$ cat src/rtl/output_buffer_if.sv
// Output buffer interface: digit writes from the execute stage, halt level,
// FWFT read port and status (count/full/done/overflow).
// Ports: master = producer/consumer side, slave = the buffer itself.
interface output_buffer_if #(
    parameter int DEPTH = 8
);
    localparam int CW = $clog2(DEPTH) + 1;

    logic [2:0]    reg_out;
    logic          out_valid;
    logic          halt;
    logic          rd_ready;
    logic [2:0]    rd_data;
    logic          rd_valid;
    logic [CW-1:0] count;
    logic          full;
    logic          done;
    logic          overflow;

    modport master (
        output reg_out, out_valid, halt, rd_ready,
        input  rd_data, rd_valid, count, full, done, overflow
    );

    modport slave (
        input  reg_out, out_valid, halt, rd_ready,
        output rd_data, rd_valid, count, full, done, overflow
    );
endinterface

$ cat src/rtl/output_buffer.sv
// Output digit FIFO with RUN/DRAIN/DONE halt tracking, first-word fall-through.
// Ports: clk, rst (sync, active-high), bus (output_buffer_if.slave).
// Macro OUTPUT_BUFFER_OVERFLOW_EN builds the sticky overflow flag;
// without it overflow is tied low (dropping still happens).
module output_buffer #(
    parameter int DEPTH = 8
) (
    input  logic             clk,
    input  logic             rst,
    output_buffer_if.slave   bus
);
    localparam int AW = $clog2(DEPTH);
    localparam int CW = AW + 1;

    typedef enum logic [1:0] {
        RUN,
        DRAIN,
        DONE
    } state_t;

    state_t        state;
    state_t        state_nxt;
    logic [AW-1:0] wr_ptr;
    logic [AW-1:0] rd_ptr;
    logic [CW-1:0] cnt;
    logic [2:0]    mem [DEPTH];

    logic is_full;
    logic is_empty;
    logic push;
    logic pop;

    always_comb begin
        is_full  = (cnt == CW'(DEPTH));
        is_empty = (cnt == '0);
        pop      = !is_empty && bus.rd_ready;
        // A pop in the same cycle frees the slot, so a full FIFO still accepts.
        push     = bus.out_valid && (state == RUN) && (!is_full || pop);
    end

    // Pointers wrap naturally since DEPTH is a power of two.
    always_ff @(posedge clk) begin
        if (rst) begin
            wr_ptr <= '0;
            rd_ptr <= '0;
            cnt    <= '0;
        end else begin
            if (push) wr_ptr <= wr_ptr + AW'(1);
            if (pop)  rd_ptr <= rd_ptr + AW'(1);
            unique case ({push, pop})
                2'b10:   cnt <= cnt + CW'(1);
                2'b01:   cnt <= cnt - CW'(1);
                default: cnt <= cnt;
            endcase
        end
    end

    // Storage is not reset; rd_data is meaningless while empty.
    always_ff @(posedge clk) begin
        if (push) mem[wr_ptr] <= bus.reg_out;
    end

    always_ff @(posedge clk) begin
        if (rst) state <= RUN;
        else     state <= state_nxt;
    end

    always_comb begin
        state_nxt = state;
        unique case (state)
            RUN:     if (bus.halt) state_nxt = DRAIN;
            DRAIN:   if (is_empty) state_nxt = DONE;
            DONE:    state_nxt = DONE;
            default: state_nxt = RUN;
        endcase
    end

`ifdef OUTPUT_BUFFER_OVERFLOW_EN
    logic ovf;
    logic drop;

    always_comb begin
        drop = bus.out_valid && (state == RUN) && is_full && !pop;
    end

    always_ff @(posedge clk) begin
        if (rst)       ovf <= 1'b0;
        else if (drop) ovf <= 1'b1;
    end

    assign bus.overflow = ovf;
`else
    assign bus.overflow = 1'b0;
`endif

    assign bus.rd_data  = mem[rd_ptr];
    assign bus.rd_valid = !is_empty;
    assign bus.count    = cnt;
    assign bus.full     = is_full;
    assign bus.done     = (state == DONE);
endmodule

$ cat src/flat_wrapper.sv
// flat-port wrapper written by rule: the top's interface ports become plain ports
module output_buffer_flat 
#(
    parameter int DEPTH = 8
)
  (clk, rst, bus_reg_out, bus_out_valid, bus_halt, bus_rd_ready, bus_rd_data, bus_rd_valid, bus_count, bus_full, bus_done, bus_overflow);
  output_buffer_if #(.DEPTH(DEPTH)) bus_i ();
  input  logic clk;
  input  logic rst;
  input wire logic [$bits(bus_i.reg_out)-1:0] bus_reg_out;
  input wire logic [$bits(bus_i.out_valid)-1:0] bus_out_valid;
  input wire logic [$bits(bus_i.halt)-1:0] bus_halt;
  input wire logic [$bits(bus_i.rd_ready)-1:0] bus_rd_ready;
  output wire logic [$bits(bus_i.rd_data)-1:0] bus_rd_data;
  output wire logic [$bits(bus_i.rd_valid)-1:0] bus_rd_valid;
  output wire logic [$bits(bus_i.count)-1:0] bus_count;
  output wire logic [$bits(bus_i.full)-1:0] bus_full;
  output wire logic [$bits(bus_i.done)-1:0] bus_done;
  output wire logic [$bits(bus_i.overflow)-1:0] bus_overflow;
  assign bus_i.reg_out = bus_reg_out;
  assign bus_i.out_valid = bus_out_valid;
  assign bus_i.halt = bus_halt;
  assign bus_i.rd_ready = bus_rd_ready;
  assign bus_rd_data = bus_i.rd_data;
  assign bus_rd_valid = bus_i.rd_valid;
  assign bus_count = bus_i.count;
  assign bus_full = bus_i.full;
  assign bus_done = bus_i.done;
  assign bus_overflow = bus_i.overflow;
  output_buffer #(.DEPTH(DEPTH)) u_core (.clk(clk), .rst(rst), .bus(bus_i));
endmodule
$ cat config.mk
export PLATFORM = sky130hd
export DESIGN_NAME = output_buffer_flat
export DESIGN_NICKNAME = d
export VERILOG_FILES = /design/src/rtl/output_buffer_if.sv /design/src/rtl/output_buffer.sv /design/src/flat_wrapper.sv
export SDC_FILE = /design/constraint.sdc
export NUM_CORES = 1
export LEC_CHECK = 0
export ABC_AREA = 1
export CAP_MARGIN = 20
export CORE_UTILIZATION = 50
export DETAILED_ROUTE_END_ITERATION = 16
export PLACE_DENSITY = 0.74
export RECOVER_POWER = 25
export SYNTH_ARGS = -nofsm -noshare
export SYNTH_HDL_FRONTEND = slang
export SYNTH_SLANG_ARGS = --single-unit
$ cat constraint.sdc
create_clock -name clk -period 1.7 [get_ports clk]
set_input_delay 0.34 -clock clk [delete_from_list [all_inputs] [get_ports clk]]
set_output_delay 0.34 -clock clk [all_outputs]
set_load 0.01 [all_outputs]
==> results.md <==
* Status: finished, violations left
* Violated checks: setup timing
* Die X-Extent at 62.45 um
* Syn_nets at 205
* Hold EP: u_core.wr_ptr[0]$_SDFFE_PP0P_
* Max H-tree Level at 2
* Mapped Cells at 188
* Fmax at 0.5768 GHz
* Largest net degree at the start of global routing at 13
* Setup TNS at -0.06913 ns
* Min Tclk post-route at approximately 1.7 ns
* Worst Hold Class: flop to flop
* Synth Warn # at 0
* Synth-to-Final Area Change at 30.07%
* LEAKAGE at 0.9529 nW
* Slowest stage delay, CP at 0.41 ns
* Final setup violation count at 4
* Global Route Usage Sum at between 20% and 30%
* R2R setup slack at -0.01 ns
* Setup WS post-layout at -0.03359 ns
* Cells on worst reg2reg path at 8
* Post-Route Skew at between 0.006 and 0.007 ns
* Sequential share of the synthesized area at 55.89%
* Share of cells above drive strength 1 at roughly a third
* CP arrival at 1.39 ns
* Most frequent cells in the layout: nor2_1 (30), edfxtp_1 (24), nand2_1 (22), buf_4 (20), inv_1 (13)
* CP required at 1.36 ns
* VDD IR-drop max at between 1 and 1.5 mV
* Io pins at 19
* Period utilization at 102.0%
* Most common cell on crit path: nor2_1
* Cells along the critical path: buf_6, nor2_1, nor2_1, o21ai_0, a31oi_1, buf_2
* Num rows at 21
* Via count at 1,436
* Routed vias/inst at around 5.2
* Mapped Area at 0.001827 mm^2
* Reg-to-Reg Start: u_core.state[0]$_SDFFE_PP0P_
* Number of routed nets with antenna violations at 0
* Fill count at roughly 260
* Overflow after GRT at 0
* Core ar. at 0.003416 mm^2
* Num Clock Sinks at 39
* WL final at 3.886 mm
* Multi-input gate area at 765.7 um^2
* Synthesis-stage register bit count at 39
* Clock tree buffer depth at 2
* Num CTS Buffers at 5
* Root Driver: clkbuf_4
* CP Max Fanout at 6
* DIE AREA at 0.003899 mm^2
* Vias in the first global route at 1,482
* Register area at 0.001041 mm^2
* Initial DRC count at 70
* CP max-delay cell: dfxtp_4
* CTS tree: built
* Max Cap Viol at 0
* Hold Path Origin: u_core.wr_ptr[0]$_SDFFE_PP0P_
* Slew Limit Fails at 0
* Cell Pwr Density at 1688 mW/mm^2
* Final Hold Violating Endpoints at 0
* Cts hold-fix bufs at 0
* RSZ-0062 raised after global routing: true
* R2R Path End: u_core.bus.count[1]$_SDFFE_PP0P_
* DRC violation count after routing at 0
* Nature of the critical path startpoint: flop
* First-pass GRT wire length at approximately 6.5 mm
* Skew-Pair Late Insertion Delay at around 0.33 ns
* Hpwl dp at approximately 2.9 mm
* N_diodes at 0
* DR WL/cell at 13.98 um
* PortBufs at 17
* GPL Wtd Cong at about 0.8
* Worst-path clk slew at 0.11 ns
* Die H at 62.45 um
* Crit Path Class: flop to output port
* Layout Nets at 248
* Most common cell after layout, fill and taps aside: nor2_1
* Drt first pass iters at 4
* Initial Util at 53.48%
* Avg Cell Area, Syn at 9.717 um^2
* WHS Path Cells at 2
* Initial antenna violation count at 0
* Setup crit end kind: output port
* Netlist cell types at 28
* Final Power at 4.010 mW
power by group:
group          switching [mW]  internal (mW)
Clock                   0.291          0.348
Combinational            1.04          0.945
Sequential              0.180           1.20
logic make-up (layout without fill, tap and decap cells):
kind of cell	after synthesis	after routing	synth area share, %
other	1	1	0.2053
and+or+nand+nor	75	75	20.00
AOI/OAI and AO/OA	37	37	10.69
DFF	39	39	55.89
buffers and inverters	26	70	6.164
adders and majority gates	9	9	6.576
xor gates and xnor gates	1	1	0.4795
registers in the layout, indices dropped and copies added (netlist names), named ones only:
| register | flops |
|---|---|
| u_core.bus.count | 4 |
| u_core.mem | 24 |
| u_core.rd_ptr | 3 |
| u_core.state | 2 |
| u_core.wr_ptr | 3 |
worst max-delay path: cells and delay by family (launching register included):
| family | cells | cell delay, ns |
|---|---|---|
| flip-flops | 1 | 0.41 |
| buffers and inverters | 2 | 0.28 |
| AO/OA/AOI/OAI | 2 | 0.23 |
| AND/OR/NAND/NOR | 2 | 0.15 |
timing repair:
action / in CTS / in global routing
gates resized for setup: 41 / 15
gates cloned: 1 / 0
setup endpoints to repair: 7 / 7
setup buffers: 5 / 0
pin swaps: 8 / 11
how the worst max path moves through the flow:
| stage | start | end | slack, ns | cells after the start |
|---|---|---|---|---|
| after floorplan | u_core.state[0]$_SDFFE_PP0P_ | u_core.bus.count[3]$_SDFFE_PP0P_ | 0.05 | 12 |
| after global placement | bus_rd_ready | u_core.bus.count[3]$_SDFFE_PP0P_ | -0.19 | 10 |
| after detailed placement | bus_rd_ready | u_core.bus.count[3]$_SDFFE_PP0P_ | -0.32 | 10 |
| after CTS | flop | bus_rd_data[0] | -0.04 | 6 |
| after global routing | flop | bus_rd_data[0] | -0.15 | 6 |
| final | flop | bus_rd_data[0] | -0.03 | 6 |
layer usage:
metal  vias to the layer above  global-route usage [%]  routed length, um
li1                        715                       -                  -
met2                        41                   39.95               2049
met3                        10                   4.015                127
met1                       670                   23.86               1632
met4                         0                   8.721                 76
met5                         -                       0                  0
Yosys cell counts, drive strengths merged:
library cell | instances | area, um^2
a21boi | 1 | 7.510
xnor2 | 1 | 8.760
nor4 | 1 | 6.260
nor2 | 33 | 133.9
a31oi | 3 | 18.77
dfxtp | 15 | 300.3
nor3 | 1 | 5.000
edfxtp | 24 | 720.7
nand2 | 30 | 140.1
fa | 1 | 20.02
nand3 | 10 | 80.07
o21ai | 19 | 98.84
ha | 8 | 100.1
buf | 4 | 25.02
inv | 22 | 87.58
conb | 1 | 3.750
a21oi | 14 | 70.07
through the flow:
stage	instance area (um^2)	instances	hold WS, ns	setup slack, ns	util [%]
floorplan	1848	188	0.4091	0.04610	-
CTS	2337	278	0.4988	-0.04144	68.42
global route	2376	278	0.5142	-0.1504	69.56
finish	2376	278	0.5017	-0.03359	69.56
detailed placement	2178	264	0.4827	-0.3201	63.77
global placement	2178	264	0.4649	-0.1900	63.77
cell type report:
cell class / count / area share, %
tap: 46 / 2.422
timing repair buffer: 40 / 14.01
sequential: 39 / 43.81
inverter: 22 / 3.897
clock inverter: 2 / 1.474
clock buffer: 6 / 2.159
multi-input combinational: 123 / 32.23
(Power assumes the default switching activity.)
